$ cat src/rtl/pri_sel_pkg.sv
// Shared sizing helpers and defaults for the priority-select round-robin arbiter.
package pri_sel_pkg;

  localparam int P_DEF         = 16;
  localparam int AGE_LIMIT_DEF = 8;

  function automatic int pw_f(input int p);
    return (p > 1) ? $clog2(p) : 1;
  endfunction

  function automatic int iw_f(input int n);
    return (n > 1) ? $clog2(n) : 1;
  endfunction

  typedef logic [pw_f(P_DEF)-1:0] pri_t;

endpackage

$ cat src/rtl/pri_sel_max_tree.sv
// Combinational max-select over {request, effective priority, rotated rank}.
// Rank is highest for the channel at rr_ptr, so equal priorities resolve round-robin.
module pri_sel_max_tree
  import pri_sel_pkg::*;
#(
  parameter int N  = 4,
  parameter int PW = 4,
  parameter int IW = iw_f(N)
) (
  input  logic [N-1:0][PW-1:0] eff,
  input  logic [N-1:0]         req,
  input  logic [IW-1:0]        rr_ptr,
  output logic [N-1:0]         win_oh,
  output logic [IW-1:0]        win_idx,
  output logic                 any_req
);

  localparam int L  = (N > 1) ? $clog2(N) : 0;
  localparam int NP = 1 << L;
  localparam int KW = 1 + PW + IW;

  // Heap layout: node j has children 2j+1 and 2j+2; leaves start at NP-1.
  logic [KW-1:0] key [2*NP-1];
  logic [IW-1:0] idx [2*NP-1];

  always_comb begin
    int pos;
    pos = 0;
    for (int j = 0; j < 2*NP-1; j++) begin
      key[j] = '0;
      idx[j] = '0;
    end
    for (int i = 0; i < N; i++) begin
      pos = (i - int'(rr_ptr) + N) % N;
      if (req[i]) key[NP-1+i] = {1'b1, eff[i], IW'(N-1-pos)};
      idx[NP-1+i] = IW'(i);
    end
    for (int j = NP-2; j >= 0; j--) begin
      if (key[2*j+1] >= key[2*j+2]) begin
        key[j] = key[2*j+1];
        idx[j] = idx[2*j+1];
      end else begin
        key[j] = key[2*j+2];
        idx[j] = idx[2*j+2];
      end
    end
  end

  assign any_req = key[0][KW-1];
  assign win_idx = idx[0];

  always_comb begin
    win_oh = '0;
    for (int i = 0; i < N; i++) win_oh[i] = any_req && (idx[0] == IW'(i));
  end

endmodule

$ cat src/rtl/pri_sel_rr_arb.sv
// Registered N-channel priority arbiter with round-robin tie break and valid/ready output.
// Optional starvation boost compiled in with `PRI_SEL_AGING_EN.
module pri_sel_rr_arb
  import pri_sel_pkg::*;
#(
  parameter int N         = 4,
  parameter int P         = P_DEF,
  parameter int AGE_LIMIT = AGE_LIMIT_DEF,
  localparam int PW       = pw_f(P),
  localparam int IW       = iw_f(N)
) (
  input  logic                 clk,
  input  logic                 rst,
  input  logic [N-1:0][PW-1:0] pri_in,
  input  logic                 ready_in,
  output logic                 valid_out,
  output logic [N-1:0]         grant_out,
  output logic [IW-1:0]        grant_idx,
  output logic [PW-1:0]        pri_out
);

  logic [N-1:0]         req;
  logic [N-1:0][PW-1:0] eff;
  logic                 load;
  logic                 xfer;
  logic [IW-1:0]        rr_ptr;
  logic [IW-1:0]        rr_nxt;
  logic [N-1:0]         win_oh;
  logic [IW-1:0]        win_idx;
  logic                 any_req;

  assign load = !valid_out || ready_in;
  assign xfer = valid_out && ready_in;

  always_comb begin
    req = '0;
    for (int i = 0; i < N; i++) req[i] = (pri_in[i] != '0);
  end

  // The load in a transfer cycle already sees the advanced pointer.
  always_comb begin
    rr_nxt = rr_ptr;
    if (N == 1)
      rr_nxt = '0;
    else if (xfer)
      rr_nxt = (grant_idx == IW'(N-1)) ? '0 : grant_idx + 1'b1;
  end

`ifdef PRI_SEL_AGING_EN
  localparam int AW = $clog2(AGE_LIMIT+1);

  logic [AW-1:0] age_cnt [N];
  logic [AW-1:0] age_nxt [N];

  // Boost is judged on the post-update count so the loss being handed off now counts.
  always_comb begin
    for (int i = 0; i < N; i++) begin
      age_nxt[i] = age_cnt[i];
      if (load) begin
        if (!req[i] || (xfer && grant_idx == IW'(i)))
          age_nxt[i] = '0;
        else if (xfer && age_cnt[i] != AW'(AGE_LIMIT))
          age_nxt[i] = age_cnt[i] + 1'b1;
      end
      eff[i] = (req[i] && age_nxt[i] == AW'(AGE_LIMIT)) ? PW'(P-1) : pri_in[i];
    end
  end

  always_ff @(posedge clk) begin
    for (int i = 0; i < N; i++) begin
      if (rst) age_cnt[i] <= '0;
      else     age_cnt[i] <= age_nxt[i];
    end
  end
`else
  assign eff = pri_in;
`endif

  pri_sel_max_tree #(.N(N), .PW(PW), .IW(IW)) u_max_tree (
    .eff     (eff),
    .req     (req),
    .rr_ptr  (rr_nxt),
    .win_oh  (win_oh),
    .win_idx (win_idx),
    .any_req (any_req)
  );

  always_ff @(posedge clk) begin
    if (rst) begin
      valid_out <= 1'b0;
      grant_out <= '0;
      grant_idx <= '0;
      pri_out   <= '0;
      rr_ptr    <= '0;
    end else begin
      rr_ptr <= rr_nxt;
      if (load) begin
        valid_out <= any_req;
        grant_out <= win_oh;
        grant_idx <= any_req ? win_idx : '0;
        pri_out   <= any_req ? pri_in[win_idx] : '0;
      end
    end
  end

endmodule
$ cat config.mk
export PLATFORM = sky130hd
export DESIGN_NAME = pri_sel_rr_arb
export DESIGN_NICKNAME = d
export VERILOG_FILES = /design/src/rtl/pri_sel_pkg.sv /design/src/rtl/pri_sel_max_tree.sv /design/src/rtl/pri_sel_rr_arb.sv
export SDC_FILE = /design/constraint.sdc
export NUM_CORES = 1
export LEC_CHECK = 0
export ABC_AREA = 1
export CAP_MARGIN = 20
export CORE_MARGIN = 4
export CORE_UTILIZATION = 25
export CTS_CLUSTER_DIAMETER = 80
export CTS_CLUSTER_SIZE = 20
export DETAILED_ROUTE_END_ITERATION = 16
export MAX_ROUTING_LAYER = met4
export PLACE_DENSITY = 0.49
export SYNTH_ARGS = -nofsm -noshare
export SYNTH_HDL_FRONTEND = slang
export SYNTH_SLANG_ARGS = --single-unit
$ cat constraint.sdc
create_clock -name clk -period 6.9 [get_ports clk]
set_clock_uncertainty 0.2 [all_clocks]
set_input_delay 1.38 -clock clk [delete_from_list [all_inputs] [get_ports clk]]
set_output_delay 1.38 -clock clk [all_outputs]
set_load 0.01 [all_outputs]
# Yosys cells after proc, flatten, opt, wreduce, memory -nomap -nowiden

Cells that the tools add are included.

Memories: 0
Memory bits (writable): 0
ROM bits: 0
Latch bits: 0
Word-level logic and storage cells: 54
Output and inout bits: 11
Bits in registers: 13

$lt $le $gt $ge: 4
Reductions and logical operators: 12
Muxes and demuxes: 16
Add/sub/neg operators: 13
Equal/unequal tests: 4
Bitwise gates (word level): 0
Div/mod/pow operators: 0
Shifts and indexed selects: 0
$mul: 0

Operators by type and width:

| cell                                                                          | number |
|---|---|
| 32-bit by 4-bit adder with 32-bit output (second input constant)              | 4 |
| 7-bit two-way mux                                                             | 7 |
| 7-bit >= comparator                                                           | 3 |
| 4-bit nonzero test                                                            | 4 |
| 4-bit binary-select mux with 2-bit select                                     | 1 |
| 2-bit two-way mux                                                             | 4 |
| 4-bit two-way mux                                                             | 2 |
| 1-bit by 2-bit subtractor with 2-bit output (first input constant)            | 4 |
| 2-bit == test (second input constant)                                         | 3 |
| 1-bit by 2-bit subtractor with 3-bit output (first input constant)            | 2 |
| 2-bit by 2-bit subtractor with 3-bit output (first input constant)            | 2 |
| 1-bit logical AND                                                             | 5 |
| 2-bit by 3-bit less-than comparator with 1-bit output (second input constant) | 1 |
| 2-bit by 1-bit adder with 2-bit output (second input constant)                | 1 |
| 2-bit by 1-bit == test with 1-bit output (second input constant)              | 1 |
| 2-bit logical NOT                                                             | 1 |
| 1-bit two-way mux                                                             | 2 |
| 1-bit logical NOT                                                             | 1 |
| 1-bit logical OR                                                              | 1 |

# Depth between registers and ports, before layout

Gate-level depths: netlist (run 1).

Word-level depth: 14
Mapped depth: 31
Depth with buffers taken out: 31

# Cells and area by module

A second synthesis (run 1) with hierarchy kept.

Cell total of the unflattened synthesis: 270
Area total of the unflattened synthesis: 1641.6 µm²

By module, submodules not included:

| module           | area each (µm²) | cells an instance | seq. area each (µm²) | times used |
|---|---|---|---|---|
| pri_sel_max_tree | 905.9           | 156               | 0.0                  | 1 |
| pri_sel_rr_arb   | 735.7           | 114               | 260.2                | 1 |

# Worst setup path after synthesis (run 1)

Ideal clock, no wire load.

Kind: input-to-reg
Start: input pri_in[0] (netlist name)
End: register pri_out[3]
Data required time: 6566 ps
Setup slack: 2358 ps
Cell stages on the path: 21
Setup time: 134 ps
Arrival time: 4208 ps
Cells stage by stage: nor4_1 inv_1 ha_1 nand2_1 o21a_1 nand2_4 inv_1 o21a_1 ha_1 nand2_1 a21oi_1 nor2_1 nand2_1 nor2_2 nand3_1 nand2_1 nand2_1 nand2_1 nand2_1 nand2_1 a21oi_1

Cells in the longest elaborated chain, start to end: 9
Elaborated cells on any way between the ends: 11
Those cells by class: 2 x order compare; 8 x mux; 1 x reduce/logical

Ends and longest elaborated chain:

| what                                      | line                   | text |
|---|---|---|
| start: declaration                        | pri_sel_rr_arb.sv:14   | `input logic [N-1:0][PW-1:0] pri_in,` |
| 4-bit nonzero test                        | pri_sel_rr_arb.sv:37   | `for (int i = 0; i < N; i++) req[i] = (pri_in[i] != '0);` |
| 7-bit two-way mux (*)                     | pri_sel_max_tree.sv:35 | `if (req[i]) key[NP-1+i] = {1'b1, eff[i], IW'(N-1-pos)};` |
| 7-bit >= comparator                       | pri_sel_max_tree.sv:39 | `if (key[2*j+1] >= key[2*j+2]) begin` |
| 7-bit two-way mux                         | pri_sel_max_tree.sv:39 |  |
| 7-bit >= comparator                       | pri_sel_max_tree.sv:39 |  |
| 2-bit two-way mux                         | pri_sel_max_tree.sv:39 |  |
| 4-bit binary-select mux with 2-bit select | pri_sel_rr_arb.sv:101  | `pri_out <= any_req ? pri_in[win_idx] : '0;` |
| 4-bit two-way mux (implied by the code)   | pri_sel_rr_arb.sv:101  |  |
| 4-bit two-way mux (*)                     | pri_sel_rr_arb.sv:101  |  |
| end signal: assignment                    | pri_sel_rr_arb.sv:101  |  |
| end: declaration                          | pri_sel_rr_arb.sv:19   | `output logic [PW-1:0] pri_out` |

Mark *: on every way between the ends. The rest lies on a longest branch, timed or not. The select of a mux whose other input is x is not followed.
A chain may end at the register's enable or synchronous reset.

# Worst setup path after layout (run 1)

Start: input ready_in
End: register pri_out[1]

Cells in the longest elaborated chain, start to end: 13
Elaborated cells on any way between the ends: 31
Those cells by class: 12 x add/sub; 3 x order compare; 14 x mux; 2 x reduce/logical

Ends and longest elaborated chain:

| what                                                                                                              | line                   | text |
|---|---|---|
| start: declaration                                                                                                | pri_sel_rr_arb.sv:15   | `input logic ready_in,` |
| 1-bit logical AND                                                                                                 | pri_sel_rr_arb.sv:33   | `assign xfer = valid_out && ready_in;` |
| 2-bit two-way mux                                                                                                 | pri_sel_rr_arb.sv:45   | `else if (xfer)` |
| 1-bit by 2-bit subtractor with 3-bit output / 2-bit by 2-bit subtractor with 3-bit output (equally long branches) | pri_sel_max_tree.sv:34 | `pos = (i - int'(rr_ptr) + N) % N;` |
| 32-bit by 4-bit adder with 32-bit output                                                                          | pri_sel_max_tree.sv:34 |  |
| 1-bit by 2-bit subtractor with 2-bit output                                                                       | pri_sel_max_tree.sv:35 |  |
| 7-bit two-way mux                                                                                                 | pri_sel_max_tree.sv:35 |  |
| 7-bit >= comparator                                                                                               | pri_sel_max_tree.sv:39 |  |
| 7-bit two-way mux                                                                                                 | pri_sel_max_tree.sv:39 |  |
| 7-bit >= comparator                                                                                               | pri_sel_max_tree.sv:39 |  |
| 2-bit two-way mux                                                                                                 | pri_sel_max_tree.sv:39 |  |
| 4-bit binary-select mux with 2-bit select                                                                         | pri_sel_rr_arb.sv:101  |  |
| 4-bit two-way mux (implied by the code)                                                                           | pri_sel_rr_arb.sv:101  |  |
| 4-bit two-way mux                                                                                                 | pri_sel_rr_arb.sv:101  |  |

Several ways; a longest one is shown, not always the timed one. The select of a mux whose other input is x is not followed.

==> results by group, run 1 <==
Routing
  • Wire per inst: 11.3 um
  • DRT Wirelength: 3760 um
  • Remaining number of nets flagged by the antenna check after routing: 0
  • Drt drc: 0
  • Via-to-Cell Ratio: 4.49
  • Violation count after the first detailed-routing iteration: 81
  • Count of vias placed by the detailed router: 1487
  • Iteration count of the initial detailed-routing pass: 4

Clocking
  • Clock tree from TritonCTS: done
  • Post-CTS setup repair buffer count: 0
  • Clock edge transition at the registers on the reported setup and hold paths: 0.05 ns
  • Hold_buf cts: 0
  • H-tree lvl count: 1
  • Clock network latency to the later pin of the worst-skew pair: 0.24 ns
  • Number of gates given a new drive strength after cts: 0
  • Root Buffer Master: clkbuf_8
  • Number of buffers created by CTS: 3
  • Clock tree sinks: 13
  • CTS Buffer Depth: 2

GRT
  • Number of global-route vias before repair: 1418
  • Number of antenna violations at the first check in global routing: 0
  • GRT Total Usage: 0.111
  • First-pass GRT wire length: 6380 um
  • Largest net degree at the start of global routing: 17
  • Global route total overflow: 0

Worst setup path
  • Slowest Stage Delay on Critical Path: 0.49 ns
  • Arrival time at the worst endpoint: 5.53 ns
  • Most repeated library cell on the critical path: nand2_1
  • CP endpoint kind: flop
  • Worst setup path category: primary input to flop
  • Critical path required time: 6.81 ns
  • Largest fanout on the critical path: 10
  • CP startpoint kind: primary input
  • Top Family by Delay on Critical Path: simple AND/OR/NAND/NOR gates
  • CP max stage cell: clkdlybuf4s50_1
  • Combined buffer and inverter count along the critical path: 4

Job
  • Number of max-cap violations: 0

Synth
  • Sequential element share of the synthesized area: 0.175
  • Syn. warnings: 0
  • Flip-flop and latch count after synthesis: 13
  • Number of distinct library cell variants in the gate-level netlist after synthesis: 28
  • Synthesized cell area: 1480 um^2
  • Mean area per synthesized cell: 6.26 um^2
  • Share of synthesized registers carrying an async set or reset: 0
  • Number of instances in the synthesized netlist: 237
  • Net count after synthesis: 276
  • Number of flops mapped to enable cells by yosys: 0
  • Commonest register cell after synthesis: dfxtp_1

STA
  • Final Worst Setup Slack: 1.28 ns
  • Rel. slew slack: 0.494
  • RSZ-0062 raised after global routing: no
  • Setup violations, final: 0
  • Post-route minimum period: 5.62 ns
  • Fmax: 178 MHz
  • Final worst hold slack: 0.263 ns
  • Accumulated negative setup slack: 0 ns
  • Final hold viol count: 0
  • Pins over their slew limit: 0
  • Final worst-path cycle share: 0.815
  • Transition at the pin with the smallest max-transition slack: 0.756 ns

Floorplanning
  • Initial Util: 0.263
  • Io pins: 30
  • Area of the core: 5640 um^2
  • Die Area: 7230 um^2
  • Number of standard-cell rows in the floorplan: 27
  • Die span in x: 85.0 um
  • Y dimension of the die: 85.0 um

Run status
  • Result of the run: complete, no violations

Final layout
  • Number of fill cells in the layout: 631
  • Layout Area Growth over Synthesis: 25.8%
  • Fraction of final layout cells with drive strength greater than 1: 0.100
  • Number of nets in the layout: 299
  • Inserted Diodes: 0
  • Layout Utilization: 0.331

Worst hold path
  • Type of the tightest min-delay check: flop to flop

Power and ir drop
  • Lkg Pwr: 0.932 nW
  • Worst VDD drop: 0.0000772 V
  • P per Cell Area: 251 nW/um^2
  • Pwr Total: 0.469 mW

Place
  • Placer Congestion: 0.839
  • DP HPWL: 3240 um
  • Number of buffers inserted by port buffering: 29
  • Setup Slack @ Placement: 1.08 ns
[sequential cells by signal, summed over array words and instances, names as in the netlist]
name       cells
pri_out        4
grant_idx      2
grant_out      4
rr_ptr         2
valid_out      1
[layout make-up]
cell class | count | area (um^2) | share of cell area
multi-input combinational | 177 | 1050 | 0.560
timing repair buffer | 29 | 290 | 0.155
sequential | 13 | 260 | 0.139
inverter | 36 | 135 | 0.0724
tap | 72 | 90.1 | 0.0483
clock buffer | 4 | 45.0 | 0.0241
[placed cells by master (no fill, tap or decap), drive strengths merged]
cell type,instances
o21ai,12
a21oi,21
nor4,2
nand3,17
clkinv,1
nand3b,4
inv,35
nand2,76
dfxtp,13
ha,20
o21a,4
nor2,16
clkbuf,4
o21bai,1
nand4,2
clkdlybuf4s50,29
or2,1
xnor2,1
[metal layers]
metal | GRT usage | routed length (um)
met1 | 0.151 | 1920
met2 | 0.171 | 1660
met3 | 0.00874 | 125
met4 | 0.0388 | 51
met5 | - | 0
[where the power goes]
| part | leakage (nW) | internal [mW] | switching [mW] |
|---|---|---|---|
| Clock | 0.0228 | 0.0407 | 0.0261 |
| Sequential | 0.107 | 0.0939 | 0.0111 |
| Combinational | 0.802 | 0.125 | 0.173 |
[final timing paths]
check	endpoint	startpoint	depth (start not counted)	slack, ns
max	pri_out[1]$_SDFFE_PP0P_	ready_in	28	1.28
min	pri_out[1]$_SDFFE_PP0P_	pri_out[1]$_SDFFE_PP0P_	2	0.26
max reg2reg	pri_out[1]$_SDFFE_PP0P_	grant_idx[0]$_SDFFE_PP0P_	28	2.37
min reg2reg	pri_out[1]$_SDFFE_PP0P_	pri_out[1]$_SDFFE_PP0P_	2	0.26
[worst register-to-register path, delay by kind of cell, from the launching register on]
kind,cells,cell delay (ns)
compound gates,4,0.70
xor+xnor,1,0.23
fa+ha+maj,3,0.91
buf+inv,4,0.28
flops,1,0.34
simple gates,16,1.74
[through the flow]
stage,cells,cell area (um^2)
floorplan,237,1480
finish,331,1870
CTS,331,1870
global route,331,1870
detailed placement,327,1820
global placement,327,1820
[synthesized netlist by cell type (2+ instances only)]
library cell  number  area (um^2)
nand2_4            6         67.6
inv_1             32          120
nand3b_1           3         22.5
a21oi_1           20          100
nand3_1           17         85.1
nand2_1           63          236
dfxtp_1           13          260
nand2_2            7         43.8
nor2_1            15         56.3
inv_2              3         11.3
ha_1              20          250
o21a_1             4         30.0
clkbuf_1           9         33.8
o21ai_2            2         17.5
o21ai_0           10         50.1
[logic make-up (layout without fill, tap and decap cells)]
kind of cell | Yosys count | in the layout | synth area share
adder cells (fa/ha/maj) | 20 | 20 | 0.169
XOR/XNOR | 1 | 1 | 0.00590
AND/OR/NAND/NOR | 118 | 118 | 0.386
buffers and inverters | 47 | 69 | 0.120
flip-flops | 13 | 13 | 0.175
AO/OA/AOI/OAI | 38 | 38 | 0.144
Power figures use the tool's default switching activity.
==> run 2, diff against run 1 <==
--- a/config.mk
+++ b/config.mk
@@ -13,7 +13,7 @@
 export CTS_CLUSTER_SIZE = 20
 export DETAILED_ROUTE_END_ITERATION = 16
 export MAX_ROUTING_LAYER = met4
-export PLACE_DENSITY = 0.49
+export PLACE_DENSITY = 0.5
 export SYNTH_ARGS = -nofsm -noshare
 export SYNTH_HDL_FRONTEND = slang
 export SYNTH_SLANG_ARGS = --single-unit
==> constraint.sdc (replaced) <==
create_clock -name clk -period 4.8 [get_ports clk]
set_clock_uncertainty 0.2 [all_clocks]
set_input_delay 0.96 -clock clk [delete_from_list [all_inputs] [get_ports clk]]
set_output_delay 0.96 -clock clk [all_outputs]
set_load 0.01 [all_outputs]
==> results by group, run 2 (same netlist as run 1, synthesis figures left out) <==
Run status
  • Result of the run: complete, no violations

Worst setup path
  • Arrival time at the worst endpoint: 4.39 ns
  • Worst setup path category: primary input to flop
  • CP max stage cell: clkdlybuf4s50_1
  • Critical path required time: 4.76 ns
  • Slowest Stage Delay on Critical Path: 0.52 ns
  • CP endpoint kind: flop
  • Largest fanout on the critical path: 8
  • CP startpoint kind: primary input
  • Most repeated library cell on the critical path: nand2_1

Floorplanning
  • Die Area: 7230 um^2
  • Y dimension of the die: 85.0 um
  • Area of the core: 5640 um^2
  • Die span in x: 85.0 um
  • Io pins: 30
  • Initial Util: 0.263
  • Number of standard-cell rows in the floorplan: 27

Clocking
  • Number of gates given a new drive strength after cts: 0
  • Clock network latency to the later pin of the worst-skew pair: 0.24 ns
  • H-tree lvl count: 1
  • Root Buffer Master: clkbuf_8
  • CTS Buffer Depth: 2
  • Clock tree from TritonCTS: done
  • Post-CTS setup repair buffer count: 0
  • Clock tree sinks: 13
  • Hold_buf cts: 0
  • Number of buffers created by CTS: 3
  • Clock edge transition at the registers on the reported setup and hold paths: 0.05 ns

GRT
  • GRT Total Usage: 0.110
  • Number of antenna violations at the first check in global routing: 0
  • Largest net degree at the start of global routing: 15
  • Number of global-route vias before repair: 1414
  • Global route total overflow: 0
  • First-pass GRT wire length: 6410 um

Job
  • Number of max-cap violations: 0

STA
  • RSZ-0062 raised after global routing: no
  • Final worst hold slack: 0.263 ns
  • Final hold viol count: 0
  • Post-route minimum period: 4.43 ns
  • Final worst-path cycle share: 0.922
  • Pins over their slew limit: 0
  • Setup violations, final: 0
  • Rel. slew slack: 0.687
  • Transition at the pin with the smallest max-transition slack: 0.468 ns
  • Fmax: 226 MHz

Final layout
  • Layout Utilization: 0.378
  • Post-route design area: 2130 um^2
  • Top library cells by usage in the layout, fill and taps aside: nand2_1 (61), inv_1 (31), clkdlybuf4s50_1 (29)
  • Fin cells: 356
  • Layout Area Growth over Synthesis: 43.8%
  • Inserted Diodes: 0
  • Fraction of final layout cells with drive strength greater than 1: 0.218
  • Most frequent standard cell in the layout excluding fill and tap cells: nand2_1
  • Registers with the most flip-flops: grant_out: 4 flops, pri_out: 4 flops
  • Number of nets in the layout: 324

Routing
  • Iteration count of the initial detailed-routing pass: 4
  • DRT Wirelength: 3890 um
  • Highest metal used: met4
  • Wire per inst: 10.9 um
  • Violation count after the first detailed-routing iteration: 61
  • Drt drc: 0
  • DR WL met2: 1710 um
  • Wire length on met1: 1990 um
  • Via-to-Cell Ratio: 4.38
  • Remaining number of nets flagged by the antenna check after routing: 0
  • Count of vias placed by the detailed router: 1558
  • Routed length on met3: 117 um

Place
  • Number of buffers inserted by port buffering: 29
  • Area of placed instances: 2010 um^2
  • Cells after DPL: 352
  • DP HPWL: 3360 um
  • Placer Congestion: 0.821

Power and ir drop
  • Lkg Pwr: 1.07 nW
  • P per Cell Area: 361 nW/um^2
  • Worst VDD drop: 0.000139 V
  • Pwr Total: 0.769 mW

Worst hold path
  • Type of the tightest min-delay check: flop to flop
## run 2: final cells by class
type / count / area, um^2
Inverter: 36 / 135
Clock buffer: 4 / 45.0
Multi-Input combinational cell: 177 / 1120
Fill cell: 587 / 3510
Timing Repair Buffer: 54 / 478
Tap cell: 72 / 90.1
Sequential cell: 13 / 260
## run 2: power breakdown
| group | switching (mW) | internal (mW) | leakage (nW) |
|---|---|---|---|
| Sequential | 0.0168 | 0.135 | 0.107 |
| Combinational | 0.274 | 0.250 | 0.940 |
| Clock | 0.0351 | 0.0584 | 0.0228 |
| Total | 0.326 | 0.443 | 1.07 |
## run 2: final timing paths
kind | startpoint | to | slack, ns | depth (start not counted)
max | ready_in | pri_out[1]$_SDFFE_PP0P_ | 0.37 | 29
min | pri_out[0]$_SDFFE_PP0P_ | pri_out[0]$_SDFFE_PP0P_ | 0.26 | 2
max reg2reg | grant_idx[0]$_SDFFE_PP0P_ | pri_out[1]$_SDFFE_PP0P_ | 1.07 | 29
min reg2reg | pri_out[0]$_SDFFE_PP0P_ | pri_out[0]$_SDFFE_PP0P_ | 0.26 | 2
## run 2: per-layer routing
layer,vias to the layer above,GRT usage
met2,32,0.169
met4,0,0.0432
met1,666,0.148
met5,-,-
li1,854,-
met3,6,0.00971
## run 2: metrics by stage
step	TNS, ns	setup slack (ns)
after floorplan	0	0.678
after global placement	-0.386	-0.0938
after detailed placement	-0.525	-0.102
after CTS	0	0.123
after global routing	0	0.00554
final	0	0.375
## run 2: critical path, delay by kind of cell
kind                     cells  cell delay [ns]
AND/OR/NAND/NOR             18             1.40
adder cells (fa/ha/maj)      2             0.55
AO/OA/AOI/OAI                3             0.41
buffers and inverters        5             0.94
XOR/XNOR                     1             0.15
